`config.mk`:
```
export PLATFORM = sky130hd
export DESIGN_NAME = conv_patch_sequencer
export DESIGN_NICKNAME = d
export VERILOG_FILES = /design/src/rtl/conv_patch_sequencer.sv
export SDC_FILE = /design/constraint.sdc
export NUM_CORES = 1
export LEC_CHECK = 0
export ABC_AREA = 1
export CORE_UTILIZATION = 40
export DETAILED_ROUTE_END_ITERATION = 8
export GPL_TIMING_DRIVEN = 0
export PLACE_DENSITY = 0.72
export SLEW_MARGIN = 20
export SYNTH_ARGS = -nofsm -noshare
export SYNTH_HDL_FRONTEND = slang
export SYNTH_SLANG_ARGS = --single-unit
export TNS_END_PERCENT = 100
```
`constraint.sdc`:
```
create_clock -name clk -period 3.8 [get_ports clk]
set_input_delay 0.76 -clock clk [delete_from_list [all_inputs] [get_ports clk]]
set_output_delay 0.76 -clock clk [all_outputs]
set_load 0.02 [all_outputs]
```
`src/rtl/conv_patch_sequencer.sv`:
```
`default_nettype none
// ============================================================================
// Module   : conv_patch_sequencer
// Function : 3x3 window sweep over an image memory; tap addressing, latency-
//            timed patch load strobe and valid/ready patch hand-off.
// Revision : 1.0
// ============================================================================
module conv_patch_sequencer #(
  parameter int IMG_W   = 28,
  parameter int IMG_H   = 28,
  parameter int ADDR_W  = 10,
  parameter int MEM_LAT = 1,
  parameter int CW      = 5
) (
  input  logic              clk,
  input  logic              rst,
  input  logic              start,
  output logic [ADDR_W-1:0] pixel_addrs [0:8],
  output logic              load,
  output logic              patch_valid,
  input  logic              patch_ready,
  output logic              patch_last,
  output logic [CW-1:0]     out_row,
  output logic [CW-1:0]     out_col,
  output logic              busy,
  output logic              done
);

  localparam int CNT_W = (MEM_LAT > 1) ? $clog2(MEM_LAT) : 1;

  localparam logic [2:0] S_IDLE  = 3'd0;
  localparam logic [2:0] S_ISSUE = 3'd1;
  localparam logic [2:0] S_LOAD  = 3'd2;
  localparam logic [2:0] S_VALID = 3'd3;
  localparam logic [2:0] S_DONE  = 3'd4;

  localparam logic [CW-1:0]    C_LAST_ROW = CW'(IMG_H - 3);
  localparam logic [CW-1:0]    C_LAST_COL = CW'(IMG_W - 3);
  localparam logic [CNT_W-1:0] C_CNT_END  = CNT_W'(MEM_LAT - 1);

  logic [2:0]        r_state, w_state_next;
  logic [CNT_W-1:0]  r_cnt, w_cnt_next;
  logic [ADDR_W-1:0] r_base, w_base_next;
  logic [CW-1:0]     w_row_next, w_col_next;
  logic              w_at_last;
  logic              w_load_next, w_valid_next, w_last_next, w_busy_next, w_done_next;

  assign w_at_last = (out_row == C_LAST_ROW) && (out_col == C_LAST_COL);

  always_ff @(posedge clk or negedge rst) begin
    if (!rst) r_state <= S_IDLE;
    else      r_state <= w_state_next;
  end

  always_comb begin
    w_state_next = r_state;
    case (r_state)
      S_IDLE:  if (start) w_state_next = S_ISSUE;
      S_ISSUE: if (r_cnt == C_CNT_END) w_state_next = S_LOAD;
      S_LOAD:  w_state_next = S_VALID;
      S_VALID: if (patch_ready) w_state_next = w_at_last ? S_DONE : S_ISSUE;
      S_DONE:  w_state_next = S_IDLE;
      default: w_state_next = S_IDLE;
    endcase
  end

  // Outputs are registered, so they are decoded from the next state/window.
  always_comb begin
    w_cnt_next  = r_cnt;
    w_base_next = r_base;
    w_row_next  = out_row;
    w_col_next  = out_col;
    case (r_state)
      S_IDLE: begin
        if (start) begin
          w_cnt_next  = '0;
          w_base_next = '0;
          w_row_next  = '0;
          w_col_next  = '0;
        end
      end
      S_ISSUE: w_cnt_next = r_cnt + CNT_W'(1);
      S_VALID: begin
        if (patch_ready && !w_at_last) begin
          w_cnt_next = '0;
          if (out_col == C_LAST_COL) begin
            // Skip the two right-edge columns that cannot host a window.
            w_col_next  = '0;
            w_row_next  = out_row + CW'(1);
            w_base_next = r_base + ADDR_W'(3);
          end else begin
            w_col_next  = out_col + CW'(1);
            w_base_next = r_base + ADDR_W'(1);
          end
        end
      end
      default: ;
    endcase
    w_load_next  = (w_state_next == S_LOAD);
    w_valid_next = (w_state_next == S_VALID);
    w_last_next  = (w_state_next == S_VALID) && (w_row_next == C_LAST_ROW) &&
                   (w_col_next == C_LAST_COL);
    w_busy_next  = (w_state_next != S_IDLE);
    w_done_next  = (w_state_next == S_DONE);
  end

  always_ff @(posedge clk or negedge rst) begin
    if (!rst) begin
      r_cnt       <= '0;
      r_base      <= '0;
      out_row     <= '0;
      out_col     <= '0;
      load        <= 1'b0;
      patch_valid <= 1'b0;
      patch_last  <= 1'b0;
      busy        <= 1'b0;
      done        <= 1'b0;
      for (int k = 0; k < 9; k++) pixel_addrs[k] <= '0;
    end else begin
      r_cnt       <= w_cnt_next;
      r_base      <= w_base_next;
      out_row     <= w_row_next;
      out_col     <= w_col_next;
      load        <= w_load_next;
      patch_valid <= w_valid_next;
      patch_last  <= w_last_next;
      busy        <= w_busy_next;
      done        <= w_done_next;
      for (int k = 0; k < 9; k++)
        pixel_addrs[k] <= w_base_next + ADDR_W'((k / 3) * IMG_W + (k % 3));
    end
  end

endmodule
`default_nettype wire
```
==> impl_metrics.json <==
{
  "outcome": "completed",
  "p_total_uw": 4550,
  "ctsLongestPathBuffers": 2,
  "critical_path_peak_fanout": 7,
  "grt_usage_pct": 18.5,
  "synth_nets": 531,
  "ir_drop_uv": 373,
  "final_common_cell": "nand2_1",
  "antenna_found_initial": 0,
  "core_mm2": 0.0115,
  "rsz0062_at_grt": "false",
  "yosysWarnings": 0,
  "cts_resized": 0,
  "p_leak_uw": 0.00305,
  "ff2ff_setup_slack_ps": 550,
  "placed_cells": 763,
  "die_h_um": 111,
  "hold_viol": 0,
  "cp-end-kind": "flip-flop",
  "slew_headroom_pct": 66.4,
  "layout-drive-gt1-share_pct": 16.4,
  "insertion_delay_ps": 350,
  "period_minus_slack_ps": 3250,
  "path_class": "reg2reg",
  "final_cell_mix": "nand2_1 (126), clkdlybuf4s50_1 (107), dfrtp_1 (93)",
  "worstReg2RegEnd": "pixel_addrs[77]",
  "finalInstanceArea_mm2": 0.00631,
  "rows": 39,
  "cts_tree": "done",
  "syn_area_per_cell_um2": 9.23,
  "grt_max_degree": 56,
  "synth_area_mm2": 0.00472,
  "grt-ovfl-total": 0,
  "power-per-cell-area_mw_per_mm2": 721,
  "drc": 0,
  "place_congestion": 0.819,
  "postRouteAntennaNets": 0,
  "slew_violations": 0,
  "area_growth_syn_to_layout_pct": 33.8,
  "drt_iter0_markers": 158,
  "reg2reg_from": "out_col[1]",
  "cts_made_buffers": 9,
  "wl_mm": 10.6,
  "routedWlPerCell_um": 13.6,
  "tightest_slew_ps": 504,
  "drv_cap": 0,
  "viasPerCell": 4.81,
  "vias": 3747,
  "hold_ws_ps": 375,
  "worst_ep_arrival_time_ps": 3480,
  "firstDrtPassIters": 4,
  "dpl_cell_area_mm2": 0.00600,
  "grt_pass1_wl_mm": 18.0,
  "postCtsSetupRepairBufs": 0,
  "dieArea_mm2": 0.0122,
  "cp_data_required_time_ps": 4030,
  "worstRegToRegCells": 20,
  "grt_pass1_vias": 3799,
  "fin_crit_sh_pct": 85.7,
  "synthCells": 511,
  "synth_seq_cells": 93,
  "dp_hpwl_mm": 8.08,
  "hp-class": "in2async",
  "instances_no_fill": 779,
  "synth_cell_types": 41,
  "fmax_mhz": 307,
  "root_buffer": "clkbuf_16",
  "critical_path.startpoint_type": "flip-flop",
  "seq_area_frac_synth_pct": 49.3,
  "fin_nets": 651,
  "critPathCapture": "pixel_addrs[77]",
  "clk_pin_slew_worst_paths_ps": 60,
  "die_w_um": 111,
  "setup_viol_count_final": 0,
  "cts_sinks": 93,
  "io_pins": 109,
  "startpoint": "out_col[1]",
  "port_buffers": 108,
  "htree_num_levels": 3,
  "fin_skew_ps": 7.12,
  "ctsHoldBuffers": 0,
  "initial_utilization_pct": 41.1,
  "antenna_cells": 0
}
-- cell families (layout without fill, tap and decap cells) --
kind of cell	count (synthesis)	count (layout)	synth area share, %
AND/OR/NAND/NOR	249	249	26.6
flip-flops	93	93	49.3
buffers and inverters	89	214	9.57
AO/OA/AOI/OAI	32	32	4.32
XOR/XNOR	32	32	5.94
adder cells (fa/ha/maj)	16	16	4.24
-- flip-flops by register name, indices dropped and copies added, names as in the netlist --
name,count
out_row,5
r_base,10
patch_last,1
pixel_addrs,64
load,1
r_cnt,1
busy,1
r_state,3
done,1
out_col,5
patch_valid,1
-- cell type report --
cell class,instances,area [um2]
clock inverter,7,82.6
tap,143,179
buffer,23,191
timing repair buffer,109,1110
inverter,66,260
clock buffer,9,225
multi-input combinational,329,1940
sequential,93,2330
fill,1004,5160
-- per-layer routing --
metal	global-route usage [%]	wire length (um)	share of wire, %
met1	23.6	4670	44
met2	30.2	5090	48
met3	2.96	584	5.5
met4	9.42	277	2.6
met5	0	0	0
-- cells in the mapped netlist --
cell / instances / area share [%]
nand2_1: 126 / 10
clkinv_4: 1 / 0.19
ha_1: 16 / 4.2
a21oi_1: 9 / 0.95
o21bai_1: 1 / 0.16
dfrtp_1: 93 / 49
nand2_8: 1 / 0.42
o21ai_0: 9 / 0.95
nand3b_1: 2 / 0.32
nand3_2: 6 / 1.3
xnor2_1: 6 / 1.1
o211ai_1: 2 / 0.32
buf_6: 3 / 0.72
nand2_4: 6 / 1.4
or3_1: 1 / 0.13
nor2_4: 7 / 1.7
nor2_8: 1 / 0.42
inv_4: 1 / 0.13
a22oi_1: 1 / 0.16
o31ai_1: 1 / 0.16
inv_2: 9 / 0.72
nand2_2: 18 / 2.4
a21oi_2: 1 / 0.19
nor2_1: 22 / 1.8
o21ai_2: 2 / 0.37
nor3b_1: 1 / 0.16
a21oi_4: 1 / 0.34
inv_6: 1 / 0.19
o21ai_1: 2 / 0.21
o22ai_1: 1 / 0.13
nand3_1: 37 / 3.9
nor3_1: 4 / 0.42
o2111ai_1: 2 / 0.37
nand4_1: 8 / 1.1
buf_2: 2 / 0.21
nor4_1: 1 / 0.13
xor2_1: 26 / 4.8
buf_4: 17 / 2.7
nor2_2: 8 / 1.1
buf_12: 1 / 0.42
inv_1: 54 / 4.3
-- critical path: stages (launching register included) --
cell and delay [ps]:
dfrtp_1 450, inv_1 80, ha_1 140, nand2_1 70
inv_1 90, nand2_1 80, nand2_2 90, nand2_1 50
inv_1 50, ha_1 130, inv_1 40, nand2_2 70
inv_1 80, o21ai_0 240, nand2_1 260, inv_1 230
ha_1 280, nand2_1 160, nor2_1 290, nand2_1 110
xor2_1 150
-- where the power goes --
group | leakage, uW | internal, uW | switching, uW
logic | 0.00173 | 930 | 1320
registers | 0.00118 | 1230 | 161
clock network | 0.000144 | 518 | 390
-- worst min-delay path by stage --
stage | cells after the start | start | slack (ps) | end
floorplan | 1 | r_cnt | 430 | load
global placement | 1 | r_cnt | 460 | load
detailed placement | 1 | r_cnt | 480 | load
CTS | 1 | rst | 390 | pixel_addrs[42]
global route | 1 | rst | 420 | pixel_addrs[12]
finish | 1 | rst | 370 | pixel_addrs[42]
-- per-stage QoR --
step / setup WS, ps / setup TNS [ps] / util [%]
2_1_floorplan: 978 / 0 / -
3_3_place_gp: -1190 / -110530 / 52.1
3_5_place_dp: 386 / 0 / 52.4
4_1_cts: 609 / 0 / 55.0
5_1_grt: 202 / 0 / 55.0
6_report: 545 / 0 / 55.0
Note: power is estimated with default switching activity, not from simulation.
==> RTL change 1 (config.mk and constraints unchanged) <==
Change the parameter `MEM_LAT` from 1 to 2.
--- a/src/rtl/conv_patch_sequencer.sv
+++ b/src/rtl/conv_patch_sequencer.sv
@@ -9,7 +9,7 @@
   parameter int IMG_W   = 28,
   parameter int IMG_H   = 28,
   parameter int ADDR_W  = 10,
-  parameter int MEM_LAT = 1,
+  parameter int MEM_LAT = 2,
   parameter int CW      = 5
 ) (
   input  logic              clk,
Check against the original RTL: not equivalent (a bounded check fails within 4 cycles, from zero or initial values and one cycle with rst low).
==> RTL change 1 against the original RTL <==
Die area barely moved; sequential power fell by 4%; total power fell by 7.5%; design area fell by 0.48%; wire length rose by 1.2%; worst hold slack improved by 0.0060 ns; critical path type unchanged; critical path depth did not move; non-clock buffer count did not move; synthesized area barely moved; worst setup slack got worse by 0.049 ns; sequential cell count did not move.
==> RTL change 1: results (changes against the original RTL) <==
| Metric | Value |
|---|---|
| Status | finished clean (unchanged) |
| Leak | 0.00304 µW (was 0.00305 µW) |
| PnR worst setup slack | 0.497 ns (was 0.545 ns) |
| Placed cell areas | 0.00600 mm² (about the same) |
| Synth Warn # | 0 (unchanged) |
| Post-cts gate resize count | 0 (unchanged) |
| Clock transition at path regs | 0.06 ns (about the same) |
| Hold Crit Class | in2async (unchanged) |
| ANT cells | 0 (unchanged) |
| First-pass GRT wire length | 18000 µm (about the same) |
| Top cells by count, synth | nand2_1, dfrtp_1, inv_1 (unchanged) |
| Post-Place Setup Slack | 0.411 ns (was 0.386 ns) |
| Root buffer cell | clkbuf_16 (unchanged) |
| Number of DRC markers in iteration 0 | 152 (was 158) |
| Sequential element share of the synthesized area | 49.3% (about the same) |
| Largest regs | pixel_addrs: 64 flops, r_base: 10 flops (unchanged) |
| Clock Latency Late Sink | 0.35 ns (about the same) |
| Pre-antenna DRT Iters | 5 (was 4) |
| Layout cells sized above 1 | 16.4% (unchanged) |
| Post-DP HPWL | 8260 µm (was 8080 µm) |
| Slew HR | 65.3% (was 66.4%) |
| P&R area growth vs syn | 33.1% (was 33.8%) |
| Post-Route Skew | 0.00503 ns (was 0.00712 ns) |
| Syn nets | 531 (unchanged) |
| Largest net degree at the start of global routing | 54 (was 56) |
| Arr. time, crit path | 3.53 ns (was 3.48 ns) |
| Final wirelength | 10700 µm (was 10600 µm) |
| Clock buffer depth | 2 (unchanged) |
| Total number of vias | 3716 (was 3747) |
| Gpl congestion | 0.827 (was 0.819) |
| GRT Util Overall | 18.6% (was 18.5%) |
| Post-CTS Setup Bufs | 0 (unchanged) |
| Peak supply drop | 410 µV (was 373 µV) |
| # port buffers | 108 (unchanged) |
| Cell variety after synth | 41 (unchanged) |
| Top cells by area, synth | dfrtp_1, nand2_1, xor2_1 (unchanged) |
| Fillers | 1042 (was 1004) |
| Crit-path max FO | 7 (unchanged) |
-- RTL change 1: cell types whose count changed after synthesis, sizes merged --
cell   unedited run  this run
o21ai            13        14
nand2           151       150
-- RTL change 1: kinds of logic after synthesis --
kind of cell	synth area share, %
AOI/OAI and AO/OA	4.43
xor gates and xnor gates	5.94
DFF	49.3
buffers and inverters	9.57
and+or+nand+nor	26.5
adders and majority gates	4.24
-- RTL change 1: per-stage QoR --
stage	setup TNS [ns]	std cells	total power, µW
after floorplan	0	511	2600
after global placement	-117.92	762	3390
after detailed placement	0	763	3410
after CTS	0	779	4260
after global routing	0	779	4470
final	0	779	4210
-- RTL change 1: cell type report --
cell class	instances	share of cell area [%]
Buffer	23	3.05
Clock buffer	9	3.59
Clock inverter	7	0.817
Inverter	66	4.14
Multi-Input combinational cell	329	30.9
Sequential cell	93	37.1
Tap cell	143	2.85
Timing Repair Buffer	109	17.6
-- RTL change 1: where the power goes --
group          switching, µW  internal, µW  total [µW]
Clock                    373           444         818
Combinational           1200           849        2050
Sequential               137          1200        1340
-- RTL change 1: path summary, 6_finish.rpt --
path	startpoint	end	slack, ns	depth (start not counted)
setup reg to reg	out_col[1]	pixel_addrs[77]	0.50	20
max in group asynchronous	rst	pixel_addrs[29]	2.79	2
hold reg to reg	r_cnt	r_cnt	0.47	2
setup / recovery	out_col[1]	pixel_addrs[77]	0.50	20
hold / removal	rst	pixel_addrs[12]	0.38	1
min in group clk	r_cnt	r_cnt	0.47	2
-- RTL change 1: per-layer routing --
metal | vias to the layer above | track usage [%] | routed length, µm
met5 | - | 0 | 0
met4 | 0 | 9.42 | 256
met3 | 20 | 3.29 | 470
met2 | 106 | 30.6 | 5140
met1 | 1755 | 23.6 | 4880
li1 | 1835 | - | -
-- RTL change 1: worst max-delay path, cell delays in order (launching register included) --
cell and delay [ns]:
dfrtp_1 0.45, inv_1 0.08, ha_1 0.14, nand2_1 0.07, inv_1 0.09, nand2_1 0.08
nand2_2 0.09, nand2_1 0.05, inv_1 0.05, ha_1 0.13, inv_1 0.04, nand2_2 0.07
inv_1 0.07, o21ai_0 0.22, nand2_1 0.27, inv_1 0.24, ha_1 0.29, nand2_1 0.18
nor2_1 0.29, nand2_1 0.11, xor2_1 0.15
==> RTL change 2 (same flow settings) <==
Without the edit above. Reset style: synchronous (`rst`), changed in 2 clocked blocks.
--- a/src/rtl/conv_patch_sequencer.sv
+++ b/src/rtl/conv_patch_sequencer.sv
@@ -47,7 +47,7 @@
 
   assign w_at_last = (out_row == C_LAST_ROW) && (out_col == C_LAST_COL);
 
-  always_ff @(posedge clk or negedge rst) begin
+  always_ff @(posedge clk) begin
     if (!rst) r_state <= S_IDLE;
     else      r_state <= w_state_next;
   end
@@ -104,7 +104,7 @@
     w_done_next  = (w_state_next == S_DONE);
   end
 
-  always_ff @(posedge clk or negedge rst) begin
+  always_ff @(posedge clk) begin
     if (!rst) begin
       r_cnt       <= '0;
       r_base      <= '0;
Formal check against the unedited RTL: differs if rst is asserted again (counterexample within 4 cycles, from zero or initial values and one cycle with rst low); with rst held inactive, the same outputs for 10 cycles.
==> RTL change 2 against the original RTL <==
Global-route usage is 1.8 points higher; wire length rose by 4.9%; synthesized area shrank 5.6%; sequential cell count did not move; design area down 6.3%; worst setup slack worse by 0.062 ns; highest routed layer unchanged.
Power is not compared: it rests on default switching activity, and its combinational part moved more than twofold at a synthesized area within 25%.
==> RTL change 2: results (changes against the original RTL) <==
| Metric | Value |
|---|---|
| Clock transition at path regs | 0.10 ns (was 0.06 ns) |
| Cell variety after synth | 45 (was 41) |
| Fillers | 1017 (was 1004) |
| Largest net degree at the start of global routing | 18 (was 56) |
| Routed len/inst | 13.1 µm (was 13.6 µm) |
| Fin Hold WS | 0.498 ns (was 0.375 ns) |
| Root buffer cell | clkbuf_8 (was clkbuf_16) |
| Arr. time, crit path | 3.61 ns (was 3.48 ns) |
| GRT Util Overall | 20.2% (was 18.5%) |
| Area share of fa/ha/maj cells after synthesis | 4.50% (was 4.24%) |
| CP max stage delay | 0.47 ns (was 0.45 ns) |
| Layout Nets | 724 (was 651) |
| XOR/XNOR Fraction of Synth Area | 0.984% (was 5.94%) |
| Total number of vias | 4110 (was 3747) |
| CP max-delay cell | dfxtp_1 (was dfrtp_1) |
| Number of DRC markers in iteration 0 | 317 (was 158) |
| Status | finished clean (unchanged) |
| Syn nets | 605 (was 531) |
| Async set-reset flop share out of synthesis | 0% (was 100%) |
| FF-to-FF path depth | 24 (was 20) |
| Number of global-route vias before repair | 3848 (was 3799) |
| Post-Route Skew | 0.0122 ns (was 0.00712 ns) |
| FF-to-FF Start | out_col[0] (was out_col[1]) |
| Synth Area in Compound Gates | 11.3% (was 4.32%) |
| Crit. Startpoint | out_col[0] (was out_col[1]) |
| Layout cells sized above 1 | 14.8% (was 16.4%) |
| Sequential element share of the synthesized area | 41.8% (was 49.3%) |
| Gpl congestion | 0.900 (was 0.819) |
| Primary FF master, synth | dfxtp_1 (was dfrtp_1) |
[RTL change 2: cell count changes in the layout (fill, tap and decap cells not counted), moves of 17 or more]
cell / unedited run / this run
xor2_1: 26 / 5
o21ai_0: 9 / 28
nor2_1: 22 / 70
dfrtp_1: 93 / 0
dfxtp_1: 0 / 93
a21oi_1: 9 / 26
[RTL change 2: per-layer routing]
metal | track usage [%] | wire [µm] | part of all wire, %
met1 | 25.2 | 4950 | 44
met2 | 34.0 | 5170 | 46
met3 | 4.36 | 790 | 7.1
met4 | 7.63 | 235 | 2.1
met5 | 0 | 0 | 0
[RTL change 2: tightest hold or removal path: stages (launching register included)]
cell	delay, ns
dfxtp_1	0.34
nand2_1	0.07
a21oi_1	0.05
[RTL change 2: cell type report]
cell class                 count  area (µm²)  share of cell area (%)
clock buffer                   9         124                    2.09
clock inverter                 7        81.3                    1.38
multi-input combinational    383        2090                    35.4
inverter                      82         308                    5.21
buffer                        27         188                    3.17
tap                          140         175                    2.96
sequential                    93        1860                    31.5
timing repair buffer         108        1080                    18.3
